[src/rtl/fetch_stage.sv]
// Instruction-fetch stage: owns the PC, drives the ROM address and fills the IF/ID register.
// Resolves next-PC across exception, branch, interrupt, jump, stall and sequential fetch.
module fetch_stage #(
    parameter logic [31:0] RESET_PC   = 32'h8000_0000,
    parameter logic [31:0] IRQ_VECTOR = 32'h8000_0004,
    parameter logic [31:0] EXC_VECTOR = 32'h8000_0008,
    parameter logic [31:0] NOP        = 32'h0000_0000
) (
    input  logic        clk,
    input  logic        reset,
    input  logic        stall,
    input  logic        jump,
    input  logic [31:0] jump_target,
    input  logic        branch_taken,
    input  logic [31:0] branch_target,
    input  logic        exc_req,
    input  logic        irq,
    output logic [31:0] inst_addr,
    input  logic [31:0] inst_data,
    output logic [31:0] if_id_inst,
    output logic [31:0] if_id_pc_plus4,
    output logic        if_id_valid,
    output logic [31:0] epc
);

    logic [31:0] pc;
    logic [31:0] pc_plus4;
    logic [31:0] next_pc;
    logic        irq_take;
    logic        redirect;

    // Sequential increment never touches the kernel bit; the low 31 bits wrap.
    assign pc_plus4  = {pc[31], pc[30:0] + 31'd4};
    assign inst_addr = pc;

    // Interrupts are masked in kernel mode and yield to any older redirect.
    assign irq_take = irq & ~pc[31] & ~exc_req & ~branch_taken;
    assign redirect = exc_req | branch_taken | irq_take | jump;

    always_comb begin
        next_pc = pc_plus4;
        if (exc_req)
            next_pc = EXC_VECTOR;
        else if (branch_taken)
            next_pc = branch_target;
        else if (irq_take)
            next_pc = IRQ_VECTOR;
        else if (jump)
            next_pc = {jump_target[31:2], 2'b00};
        else if (stall)
            next_pc = pc;
    end

    // if_id_valid=1 marks a real fetched word; stall freezes the register, a redirect flushes it.
    always_ff @(posedge clk) begin
        if (reset) begin
            pc             <= RESET_PC;
            if_id_inst     <= NOP;
            if_id_pc_plus4 <= 32'h0;
            if_id_valid    <= 1'b0;
            epc            <= 32'h0;
        end else begin
            pc <= next_pc;
            if (redirect) begin
                if_id_inst     <= NOP;
                if_id_pc_plus4 <= pc_plus4;
                if_id_valid    <= 1'b0;
            end else if (!stall) begin
                if_id_inst     <= inst_data;
                if_id_pc_plus4 <= pc_plus4;
                if_id_valid    <= 1'b1;
            end
            if (irq_take)
                epc <= pc;
        end
    end

endmodule

[config.mk]
export PLATFORM = sky130hd
export DESIGN_NAME = fetch_stage
export DESIGN_NICKNAME = d
export VERILOG_FILES = /design/src/rtl/fetch_stage.sv
export SDC_FILE = /design/constraint.sdc
export NUM_CORES = 1
export LEC_CHECK = 0
export CORE_ASPECT_RATIO = 0.6
export CORE_MARGIN = 3
export CORE_UTILIZATION = 49
export CTS_BUF_LIST = sky130_fd_sc_hd__clkbuf_4
export CTS_CLUSTER_DIAMETER = 60
export DETAILED_ROUTE_END_ITERATION = 16
export PLACE_DENSITY_LB_ADDON = 0.08
export REMOVE_ABC_BUFFERS = 1
export SETUP_SLACK_MARGIN = 0.02
export SLEW_MARGIN = 20
export SYNTH_ARGS = -nofsm -noshare
export SYNTH_HDL_FRONTEND = slang
export SYNTH_SLANG_ARGS = --single-unit
[constraint.sdc]
create_clock -name clk -period 5.2 [get_ports clk]
set_input_delay 0.78 -clock clk [delete_from_list [all_inputs] [get_ports clk]]
set_output_delay 0.78 -clock clk [all_outputs]
set_load 0.01 [all_outputs]
; Yosys cells after proc, flatten, opt, wreduce, memory -nomap -nowiden
; Index checks and enable logic that the tools add are counted.
[word_totals]
ff_bits = 129
inputBits = 103
output_inout_bits = 129
elab_cells = 30
[op_classes]
add_sub_neg = 1
eq_ne = 3
mux = 7
n_bitwise = 9
n_reduce_logical = 3
[op_table]
columns = cell, count
row1 = 32-bit 2-to-1 mux, 5
row2 = "31-bit by 3-bit adder with 31-bit output, second input constant", 1
row3 = 31-bit 2-to-1 mux, 1
row4 = "5-bit by 1-bit != test with 1-bit output, second input constant", 1
row5 = 4-bit 2-to-1 mux, 1
row6 = "4-bit by 1-bit != test with 1-bit output, second input constant", 1
row7 = 2-bit OR reduction, 2
row8 = 1-bit bitwise AND, 3
row9 = 1-bit inverter, 3
row10 = 1-bit bitwise OR, 3
row11 = 3-bit nonzero test, 1
row12 = "2-bit by 1-bit != test with 1-bit output, second input constant", 1

; Depth between registers and ports, before layout
[logic_depth]
depth_word = 7
depth_mapped = 8

; Least setup slack after synthesis
; Ideal clock, no wire load.
[synth_timing]
path_kind = input to register
from = input port stall
to = register pc[30], in the netlist inst_addr[30]
setup_ns = 0.132
arrival_ns = 1.939
t_required_ns = 5.068
slack_ns = 3.128
cell_stages = 6
path_cell_list = clkbuf_1 nand2b_1 or4_1 o31a_1 o21ai_1 a21oi_1
[synth_between]
elab_chain_len = 1
[synth_rtl]
columns = item, line_no
row1 = "start, declared", 11  ; input logic stall,
row2 = 4-bit by 1-bit != test with 1-bit output (no source line), --
row3 = "end signal, assigned", 63  ; pc <= next_pc;
row4 = "end, declared", 26  ; logic [31:0] pc;
; Every way passes these cells.
; A chain may end at the register's enable or synchronous reset.

; Worst setup path in the final report
[layout_timing]
from = input port exc_req
to = register pc[2], in the netlist inst_addr[2]
[layout_between]
elab_chain_len = 5
word_cells_on_any_way = 7
cone_classes = 1 x eq/ne / 2 x mux / 3 x bitwise / 1 x reduce/logical
[layout_rtl]
columns = item, line_no
row1 = "start, declared", 16  ; input logic exc_req,
row2 = 1-bit inverter, 37  ; assign irq_take = irq & ~pc[31] & ~exc_req & ~branch_taken;
row3 = 1-bit bitwise AND (2 in a row), 37
row4 = 32-bit 2-to-1 mux, 46  ; else if (irq_take)
row5 = 32-bit 2-to-1 mux, 44  ; else if (branch_taken)
; Parallel ways exist; a longest one is shown, timed or not.

==> impl_metrics.csv <==
group,metric,value,unit
worst_setup_path,crit_chain,"clkdlybuf4s50_1 > nor3b_2 > nor3_1 > buf_4 > nand2_1 > o311ai_0 > a21oi_1",
clock_network,ctsHtreeMaxLevel,4,
sta,slew_headroom,42.3,%
power,switching_share,26.9,%
worst_setup_path,worstSetupStartpointType,"input pin",
worst_setup_path,cp.required,5.65,ns
sta,fin_tns_setup,0,ns
clock_network,cts_made_buffers,17,
sta,setup_viol,0,
grt,grt_usage,28.6,%
drt,vias,5883,
sta,max_slew.worst_pin.slew,0.863,ns
drt,wirelength,19600,um
power,ir_drop,163,uV
power,p_clk_share,35.2,%
sta,drv_slew,0,
worst_setup_path,slowest_delay,0.65,ns
sta,rsz0062_at_grt,"no",
finish,diodes,0,
finish,fin_area,8450,um^2
clock_network,cts_buffer_depth,2,
min_path,min_path_type,"flip-flop to flip-flop",
synth,ys_types,63,
power,power_frac_seq,50.8,%
synth,synth_edf_count,0,
drt,drc,0,
synth,synth_cells,676,
clock_network,cts_tree,"yes",
drt,drt_iter0_drc,460,
sta,period_minus_slack,2.75,ns
grt,grt_antenna_before_repair,0,
drt,first_pass_iters,5,
placement,io_buffer_count,229,
worst_setup_path,arrival,3.20,ns
floorplan,core-area,11500,um^2
placement,place_congestion,0.865,
clock_network,cts_setup_buffers,0,
power,powerDensity,243,nW/um^2
worst_setup_path,critPathTopFamily,"simple AND/OR/NAND/NOR gates",
floorplan,die_w,147,um
synth,synth.cell_area,5860,um^2
sta,clock_skew,0.0168,ns
drt,vias_per_cell,5.60,
clock_network,clk_latency,0.52,ns
sta,fmax,0.364,GHz
grt,overflow,0,
finish,syn_to_final_growth,44.2,%
power,p_leak,3.09,nW
finish,final_common_cell,"clkdlybuf4s50_1",
worst_setup_path,crit_type,"input pin to flip-flop",
floorplan,die_h,90.7,um
placement,hpwl,14000,um
clock_network,clkTransAtPathRegs,0.12,ns
sta,finalCritPeriodShare,52.9,%
floorplan,pin_count,232,
finish,drive_gt1_share,7.87,%
drt,routedWlPerCell,18.6,um
placement,place_ws,1.92,ns
floorplan,start_util,51.0,%
synth,yosysSeqAreaShare,44.1,%
floorplan,rows,30,
power,combPwrFrac,14.0,%
worst_setup_path,reg2reg_slack,2.78,ns
power,switching_power,0.552,mW
sta,timing_hold_violations_final,0,
finish,fin_nets,981,
clock_network,ctsHoldBuffers,0,
grt,grt_pass1_vias,5729,
status,status,"finished, final reports clean",
finish,final_cell_mix,"clkdlybuf4s50_1 (226), dfxtp_1 (129), nand2_1 (86)",
floorplan,dieArea,13400,um^2
run,maxCapViolations,0,
clock_network,root_buffer,"clkbuf_4",
finish,final_util,73.6,%
synth,syn_avg_cell_area,8.67,um^2
placement,place_area,8160,um^2
worst_setup_path,critical_path_buf_inv_count,2,
worst_setup_path,slowest_stage,"nand2_1",
synth,async_flop_share,0,%
clock_network,cts-resized-gates,0,
sta,fin_ws,2.45,ns
grt,grt_pass1_wl,30800,um
synth,ys.flop_type,"dfxtp_1",
clock_network,clock-sinks,129,
drt,ant_nets,0,
worst_setup_path,critPathMaxFanout,23,
synth,yosys_warnings,0,
worst_setup_path,cp-end-kind,"flip-flop",
grt,grt_max_degree,68,
power,intPower,1.50,mW
synth,synth_seq_cells,129,
==> layout make-up <==
cell class / instances / area (um^2)
sequential: 129 / 2580
fill: 898 / 3030
multi-input combinational: 481 / 2990
inverter: 8 / 30.0
clock buffer: 17 / 128
tap: 160 / 200
clock inverter: 15 / 166
timing repair buffer: 240 / 2360
==> tightest hold or removal path: stages (launching register included) <==
cell     delay [ns]
dfxtp_1        0.33
inv_1          0.05
a21oi_1        0.05
==> routing by layer <==
layer | vias to the layer above | routed length, um | GRT usage, %
li1 | 2802 | - | -
met1 | 2755 | 8520 | 38.9
met2 | 300 | 8810 | 45.0
met3 | 26 | 1930 | 7.87
met4 | 0 | 294 | 7.44
met5 | - | 0 | 0
==> cells by family after synthesis <==
| logic type | synth area share, % |
|---|---|
| fa+ha+maj | 0.213 |
| mux | 7.00 |
| flops | 44.1 |
| compound gates | 19.1 |
| xor+xnor | 4.03 |
| buf+inv | 5.40 |
| simple gates | 20.2 |
==> sequential cells by signal (all words and copies together), names as in the netlist <==
name	count
inst_addr	32
if_id_inst	32
epc	32
if_id_pc_plus4	32
if_id_valid	1
==> synth_stat cells, types with 10 or more instances <==
master	number	area, um^2
a211oi_1	23	173
a21oi_1	62	310
buf_2	22	110
clkbuf_1	26	97.6
dfxtp_1	129	2580
mux2i_1	41	410
nand2_1	87	327
nand3_1	10	50.1
nor2_1	79	297
nor3_1	10	50.1
o21ai_0	29	145
xnor2_1	16	140
xor2_1	11	96.3
==> worst paths after layout <==
path              cells past startpoint                         to                  startpoint
setup / recovery                      7  inst_addr[2]$_SDFFE_PP0P_                     exc_req
hold / removal                        2   if_id_valid$_SDFFE_PP0N_    if_id_valid$_SDFFE_PP0N_
setup reg to reg                      6  inst_addr[2]$_SDFFE_PP0P_  inst_addr[31]$_SDFFE_PP1P_
hold reg to reg                       2   if_id_valid$_SDFFE_PP0N_    if_id_valid$_SDFFE_PP0N_
==> through the flow <==
| step | power (mW) | instances | hold WS, ns |
|---|---|---|---|
| floorplan | 1.16 | 618 | 0.474 |
| global placement | 1.34 | 1018 | 0.438 |
| detailed placement | 1.34 | 1018 | 0.442 |
| CTS | 2.05 | 1050 | 0.463 |
| global route | 2.12 | 1050 | 0.477 |
| finish | 2.05 | 1050 | 0.460 |
==> power by group through the flow <==
stage / combinational [mW] / sequential [mW] / clock, mW
CTS: 0.285 / 1.04 / 0.728
detailed placement: 0.283 / 1.06 / 0
global route: 0.307 / 1.04 / 0.771
finish: 0.287 / 1.04 / 0.722
global placement: 0.276 / 1.06 / 0
floorplan: 0.0931 / 1.07 / 0
(Power assumes the default switching activity.)
